## src/rtl/read_pointer_handler_mc.sv

```systemverilog
// Read-side pointer handler for a bank of async FIFOs, one independent
// channel per slice. Each channel keeps a binary read counter one bit wider
// than the RAM address, compares it against the synchronised gray write
// pointer and reports empty / almost-empty / exact level, a sticky
// underflow flag and a registered gray read pointer for the CDC path.
module read_pointer_handler_mc #(
  parameter int pointer_width = 3,
  parameter int num_ch        = 2,
  parameter int aempty_thresh = 1
) (
  input  logic                                clk_rx,
  input  logic                                nrst_rx,
  input  logic [num_ch-1:0]                   pop,
  input  logic [num_ch-1:0]                   flush,
  input  logic [num_ch-1:0]                   clr_underflow,
  input  logic [num_ch*(pointer_width+1)-1:0] synced_graycoded_write_pointer,
  output logic [num_ch-1:0]                   empty,
  output logic [num_ch-1:0]                   almost_empty,
  output logic [num_ch*(pointer_width+1)-1:0] level,
  output logic [num_ch*pointer_width-1:0]     read_pointer,
  output logic [num_ch*(pointer_width+1)-1:0] graycoded_read_pointer,
  output logic [num_ch-1:0]                   underflow
);

  localparam int pw1 = pointer_width + 1;

  // Threshold fits in pw1 bits because it never exceeds the FIFO depth.
  localparam logic [pointer_width:0] aempty_lim = pw1'(aempty_thresh);

  function automatic logic [pointer_width:0] bin2gray(input logic [pointer_width:0] b);
    return b ^ (b >> 1);
  endfunction

  function automatic logic [pointer_width:0] gray2bin(input logic [pointer_width:0] g);
    logic [pointer_width:0] b;
    b[pointer_width] = g[pointer_width];
    for (int i = pointer_width - 1; i >= 0; i--) begin
      b[i] = b[i+1] ^ g[i];
    end
    return b;
  endfunction

  for (genvar c = 0; c < num_ch; c++) begin : g_ch
    logic [pointer_width:0] rd_cnt;
    logic [pointer_width:0] rd_gray_q;
    logic                   uf_q;
    logic [pointer_width:0] wptr_gray;
    logic [pointer_width:0] wptr_bin;
    logic [pointer_width:0] lvl;
    logic                   is_empty;
    logic                   uf_evt;

    assign wptr_gray = synced_graycoded_write_pointer[c*pw1 +: pw1];
    assign wptr_bin  = gray2bin(wptr_gray);
    assign lvl       = wptr_bin - rd_cnt;
    assign is_empty  = (bin2gray(rd_cnt) == wptr_gray);

    // A flush swallows any pop in the same cycle, so it can never underflow.
    assign uf_evt = pop[c] & ~flush[c] & is_empty;

    // Read counter: flush jumps to the write pointer, pop advances when data exists.
    always_ff @(posedge clk_rx or negedge nrst_rx) begin
      if (!nrst_rx) begin
        rd_cnt <= '0;
      end else if (flush[c]) begin
        rd_cnt <= wptr_bin;
      end else if (pop[c] && !is_empty) begin
        rd_cnt <= rd_cnt + 1'b1;
      end
    end

    // Sticky underflow; a new event outranks the clear request.
    always_ff @(posedge clk_rx or negedge nrst_rx) begin
      if (!nrst_rx) begin
        uf_q <= 1'b0;
      end else if (uf_evt) begin
        uf_q <= 1'b1;
      end else if (clr_underflow[c]) begin
        uf_q <= 1'b0;
      end
    end

    // Gray pointer toward the write domain is launched straight from a flop.
    always_ff @(posedge clk_rx or negedge nrst_rx) begin
      if (!nrst_rx) begin
        rd_gray_q <= '0;
      end else begin
        rd_gray_q <= bin2gray(rd_cnt);
      end
    end

    assign empty[c]                                  = is_empty;
    assign almost_empty[c]                           = (lvl <= aempty_lim);
    assign level[c*pw1 +: pw1]                       = lvl;
    assign read_pointer[c*pointer_width +: pointer_width] = rd_cnt[pointer_width-1:0];
    assign graycoded_read_pointer[c*pw1 +: pw1]      = rd_gray_q;
    assign underflow[c]                              = uf_q;
  end

endmodule
```

## config.mk

```make
export PLATFORM = sky130hd
export DESIGN_NAME = read_pointer_handler_mc
export DESIGN_NICKNAME = d
export VERILOG_FILES = /design/src/rtl/read_pointer_handler_mc.sv
export SDC_FILE = /design/constraint.sdc
export NUM_CORES = 1
export LEC_CHECK = 0
export CAP_MARGIN = 5
export CELL_PAD_IN_SITES_DETAIL_PLACEMENT = 1
export CELL_PAD_IN_SITES_GLOBAL_PLACEMENT = 1
export CORE_MARGIN = 1
export CORE_UTILIZATION = 35
export DETAILED_ROUTE_END_ITERATION = 8
export PLACE_DENSITY_LB_ADDON = 0.1
export SLEW_MARGIN = 20
export SYNTH_ARGS = -nofsm -noshare
export SYNTH_HDL_FRONTEND = slang
export SYNTH_SLANG_ARGS = --single-unit
```

## constraint.sdc

```tcl
create_clock -name clk_rx -period 8 [get_ports clk_rx]
set_clock_uncertainty 0.2 [all_clocks]
set_input_delay 2 -clock clk_rx [delete_from_list [all_inputs] [get_ports clk_rx]]
set_output_delay 2 -clock clk_rx [all_outputs]
set_load 0.01 [all_outputs]
```

==> Word level (Yosys, flattened, before mapping) <==
Cells that the tools add are included.
{ "word_totals": {"regBits": 18, "latchBits": 0, "ramBits": 0, "romBits": 0, "inputBits": 16, "out_inout_bits": 28, "wordCells": 44, "mem_count": 0} }
{ "classes": {"addsub": 4, "mul": 0, "div": 0, "magnitude_cmp": 2, "eq_ne": 2, "n_shift": 0, "mux": 8, "n_bitwise": 14, "reduce_logical": 8} }
{ "op_table": {"columns": ["cell", "n"], "rows": [
  ["4-bit two-way mux", 4],
  ["4-bit by 1-bit adder with 4-bit output (second input constant)", 2],
  ["4-bit equality test", 2],
  ["4-bit by 1-bit <= comparator with 1-bit output (second input constant)", 2],
  ["2-bit nonzero test", 4],
  ["4-bit subtractor", 2],
  ["4-bit by 3-bit bitwise XOR with 4-bit output", 2],
  ["1-bit bitwise XOR", 6],
  ["1-bit AND", 4],
  ["1-bit two-way mux", 4],
  ["1-bit logical AND", 2],
  ["1-bit logical NOT", 2],
  ["1-bit inverter", 2]
]} }

==> Logic depth before layout (Yosys ltp) <==
{ "logic_depth": {"word_depth": 6, "mapped_depth": 9, "mapped_depth_nobuf": 9} }

==> Least setup slack after synthesis <==
Ideal clock, no wire load.
{ "synth_path": {"path_kind": "input to output", "from": "input port synced_graycoded_write_pointer[7]", "to": "output port almost_empty[1]", "t_arrival_ps": 3691, "required_ps": 5800, "path_slack_ps": 2109, "stages": 8, "path_buffers": 0, "path_cell_list": "xor2_1 > xnor2_1 > xor2_1 > ha_1 > inv_1 > fa_1 > xor2_1 > nor3_1"} }
{ "synth_between": {"elab_chain_cells": 5} }
{ "synth_rtl": {"columns": ["element", "line", "rtl"], "rows": [
  ["start: declaration", "16", "input logic [num_ch*(pointer_width+1)-1:0] synced_graycoded_write_pointer,"],
  ["1-bit bitwise XOR (*)", "38", "b[i] = b[i+1] ^ g[i];"],
  ["1-bit bitwise XOR (2 in a row)", "38", null],
  ["4-bit subtractor (*)", "55", "assign lvl = wptr_bin - rd_cnt;"],
  ["via level[6]", "19", "output logic [num_ch*(pointer_width+1)-1:0] level,"],
  ["4-bit by 1-bit <= comparator with 1-bit output (*)", "93", "assign almost_empty[c] = (lvl <= aempty_lim);"],
  ["end: declaration", "18", "output logic [num_ch-1:0] almost_empty,"]
]} }
Mark *: on every way through the listed nets, which the timed path passes. The rest lies on a longest branch.

==> Worst setup path in the final report <==
{ "layout_path": {"from": "input port synced_graycoded_write_pointer[7]", "to": "output port almost_empty[1]"} }
{ "layout_between": {"elab_chain_cells": 5} }
{ "layout_rtl": {"columns": ["element", "line"], "rows": [
  ["1-bit bitwise XOR (3 in a row)", "38"],
  ["4-bit subtractor (*)", "55"],
  ["4-bit by 1-bit <= comparator with 1-bit output (*)", "93"]
]} }
Mark *: on every way between the ends. The rest lies on a longest branch, timed or not.

==> results.md <==
* Status: finished, final reports clean
* Average size of a mapped cell at 9.882 um^2
* Most used cell, CP: xor2_1
* Port Buffers at 43
* Setup bufs post-CTS at 0
* Area growth syn-to-layout at 35.19%
* Hold Buf Count CTS at 0
* Starting DRT DRC Count at 7
* Fin util at 0.5006
* Synth top area cells: dfrtp_1, ha_1, xnor2_1, xor2_1, buf_4
* Largest net degree at the start of global routing at 19
* Fillers at 382
* Area share of the largest cell type after synthesis at 0.3589
* Via-to-Cell Ratio at 4.764
* Detailed-route DRC error count at 0
* Cell type with the highest aggregate area in the netlist: dfrtp_1
* Most frequent cell after synthesis: dfrtp_1
* Nets at 191
* Achievable Freq at 141.4 MHz
* Layout cell share with drive strength beyond 1 at 0.04321
* Max FO, Critical Path at 5
* Clock root buffer: clkbuf_4
* Final max-slew violation count at 0
* Clock sink total at 18
* First-pass GRT wire length at 4264 um
* Initial antenna violation count at 0
* Post-DP Area at 1660 um^2
* Ant diodes at 0
* HPWL after DPL at between 2000 and 2500 um
* LEAKAGE at 0.0007446 uW
* Clock buffer depth at 2
* All-Layer GR Usage at 0.1508
* Finished Layout Cells at 208
* Clk slew on worst S/H paths at 0.11 ns
* Initial DRT Pass Iterations at 2
* Yosys cell types at 25
* CP arrival at 4.87 ns
* EDFF count, synth at 0
* Most common library cells after synthesis: dfrtp_1, xnor2_1, inv_1
* H-tree depth at 1
* Slowest stage delay, CP at 0.57 ns
* Gate Count Post-Synth at 127
* Sum of negative setup slack at 0 ns
* DIE AREA at 3829 um^2
* Worst IR Drop VDD at roughly 0.12 mV
* Hold Vio Cnt, Final at 0
* Gp weighted congestion at 0.7480
* Resized cells post-CTS at 0
* FP Rows at 21
* WL per Instance at around 13 um
* Number of synthesized register bits at 18
* Mapped Nets at 155
* Top_reg_cell synth: dfrtp_1
* Congestion Overflow GR at 0
* Vias in the first global route at around 1000
* Die Y at 61.88 um
* Area of the multi-input gates at 673.1 um^2
* CP Cell Sequence: clkdlybuf4s50_1 -> xor2_1 -> xnor2_1 -> xor2_1 -> ha_1 -> inv_1 -> fa_1 -> xor2_1 -> nor3_1 -> clkdlybuf4s50_1
* Slew @ Worst Pin at 0.7939 ns
* Hold Path Class: reg -> reg
* Final Cell Area at 1697 um^2
* Asr flop ratio synth at 1.000
* WP data required at 5.80 ns
* Period minus WS final at 7.071 ns
* Vias at 991
* Total CTS buffers at 3
* Clock Latency Late Sink at 0.29 ns
* Slowest CP cell: clkdlybuf4s50_1
* Max_cap viols at 0
* Final Cycle Share at 0.8839
* Final setup fails at 0
* Reg area at roughly 450 um^2
* Synth Cell Area at 1255 um^2
* Starting Density at 0.3702
* RSZ-0062 raised after global routing: no
* Rel. slew slack at 0.4691
* Placed cell count at 204
* # IOs at 44
* Startpoint types: input port
* CTS tree: done
* Crit end category: primary output
* Crit path kind: in -> out
* Routed wire length at 2736 um
* Seq/Total Area, Yosys at 0.3589
* DIE WIDTH at 61.88 um
* Syn. warnings at 0
* Power Density at 300.5 nW/um^2
* ANT nets after route at 0
* Core area at 3390 um^2
through the flow:
step                      worst slack [ns]  power (uW)  hold slack (ns)
final                               0.9286       509.9           0.3373
after global routing                0.7579       548.8           0.3602
after CTS                           0.8909       519.1           0.3415
after detailed placement            0.9062       461.7           0.3203
after global placement               1.051       450.4           0.3129
after floorplan                      2.109       316.9           0.2765
worst max-delay path: cells and delay by family:
kind / cells / cell delay, ns
buf+inv: 3 / 1.19
simple gates: 1 / 0.13
fa+ha+maj: 2 / 0.56
xor+xnor: 4 / 0.99
cells in the final DEF (no fill, tap or decap), types with 2 or more instances in the layout:
master,instances
clkdlybuf4s50_1,43
dfrtp_1,18
xnor2_1,14
inv_1,13
xor2_1,10
ha_1,10
a21oi_1,8
nand2_1,8
o21ai_0,6
mux2i_1,4
clkbuf_4,3
a21o_1,2
nor2_1,2
and2_1,2
nor3_1,2
nand3_1,2
nand3b_1,2
a21boi_1,2
nand2b_1,2
a22oi_1,2
fa_1,2
flip-flops by register name (all words and copies together) (netlist names):
| name | count |
|---|---|
| g_ch.rd_cnt | 8 |
| g_ch.rd_gray_q | 8 |
| g_ch.uf_q | 2 |
kinds of logic after synthesis:
family / share of synthesized area
DFF: 0.3589
and+or+nand+nor: 0.08774
buffers and inverters: 0.1047
AOI/OAI and AO/OA: 0.09172
xor gates and xnor gates: 0.1934
adders and majority gates: 0.1316
muxes: 0.03191
final timing paths:
check                                                  startpoint                    to  slack, ns  cells after the start
worst max-delay path            synced_graycoded_write_pointer[7]       almost_empty[1]       0.93                     10
worst min-delay path                            g_ch[1].rd_cnt[3]  g_ch[1].rd_gray_q[3]       0.34                      0
worst max register to register                  g_ch[1].rd_cnt[2]     g_ch[1].rd_cnt[1]       5.93                      6
worst min register to register                  g_ch[1].rd_cnt[3]  g_ch[1].rd_gray_q[3]       0.34                      0
max in group asynchronous                                 nrst_rx     g_ch[0].rd_cnt[3]       5.14                      1
min in group asynchronous                                 nrst_rx  g_ch[1].rd_gray_q[2]       1.96                      1
layout make-up:
cell class,count,area share
multi-input cells,84,0.3968
flip-flops and latches,18,0.2655
repair buffers,43,0.2537
well taps,46,0.03392
inverters,13,0.02876
clock buffers,4,0.02139
per-layer routing:
metal  wire [um]  track usage  up-vias
li1            -            -      473
met1        1053       0.1572      489
met2        1552       0.3134       27
met3         103      0.01656        2
met4          26      0.03810        0
met5           0            0        -
report_power, final:
part           switching [uW]  total (uW)  internal (uW)
logic                     137         311            175
clock network            27.7        55.3           27.7
registers                24.9         143            118
total                     189         510            321
No activity file was read; power rests on OpenSTA's default activity.
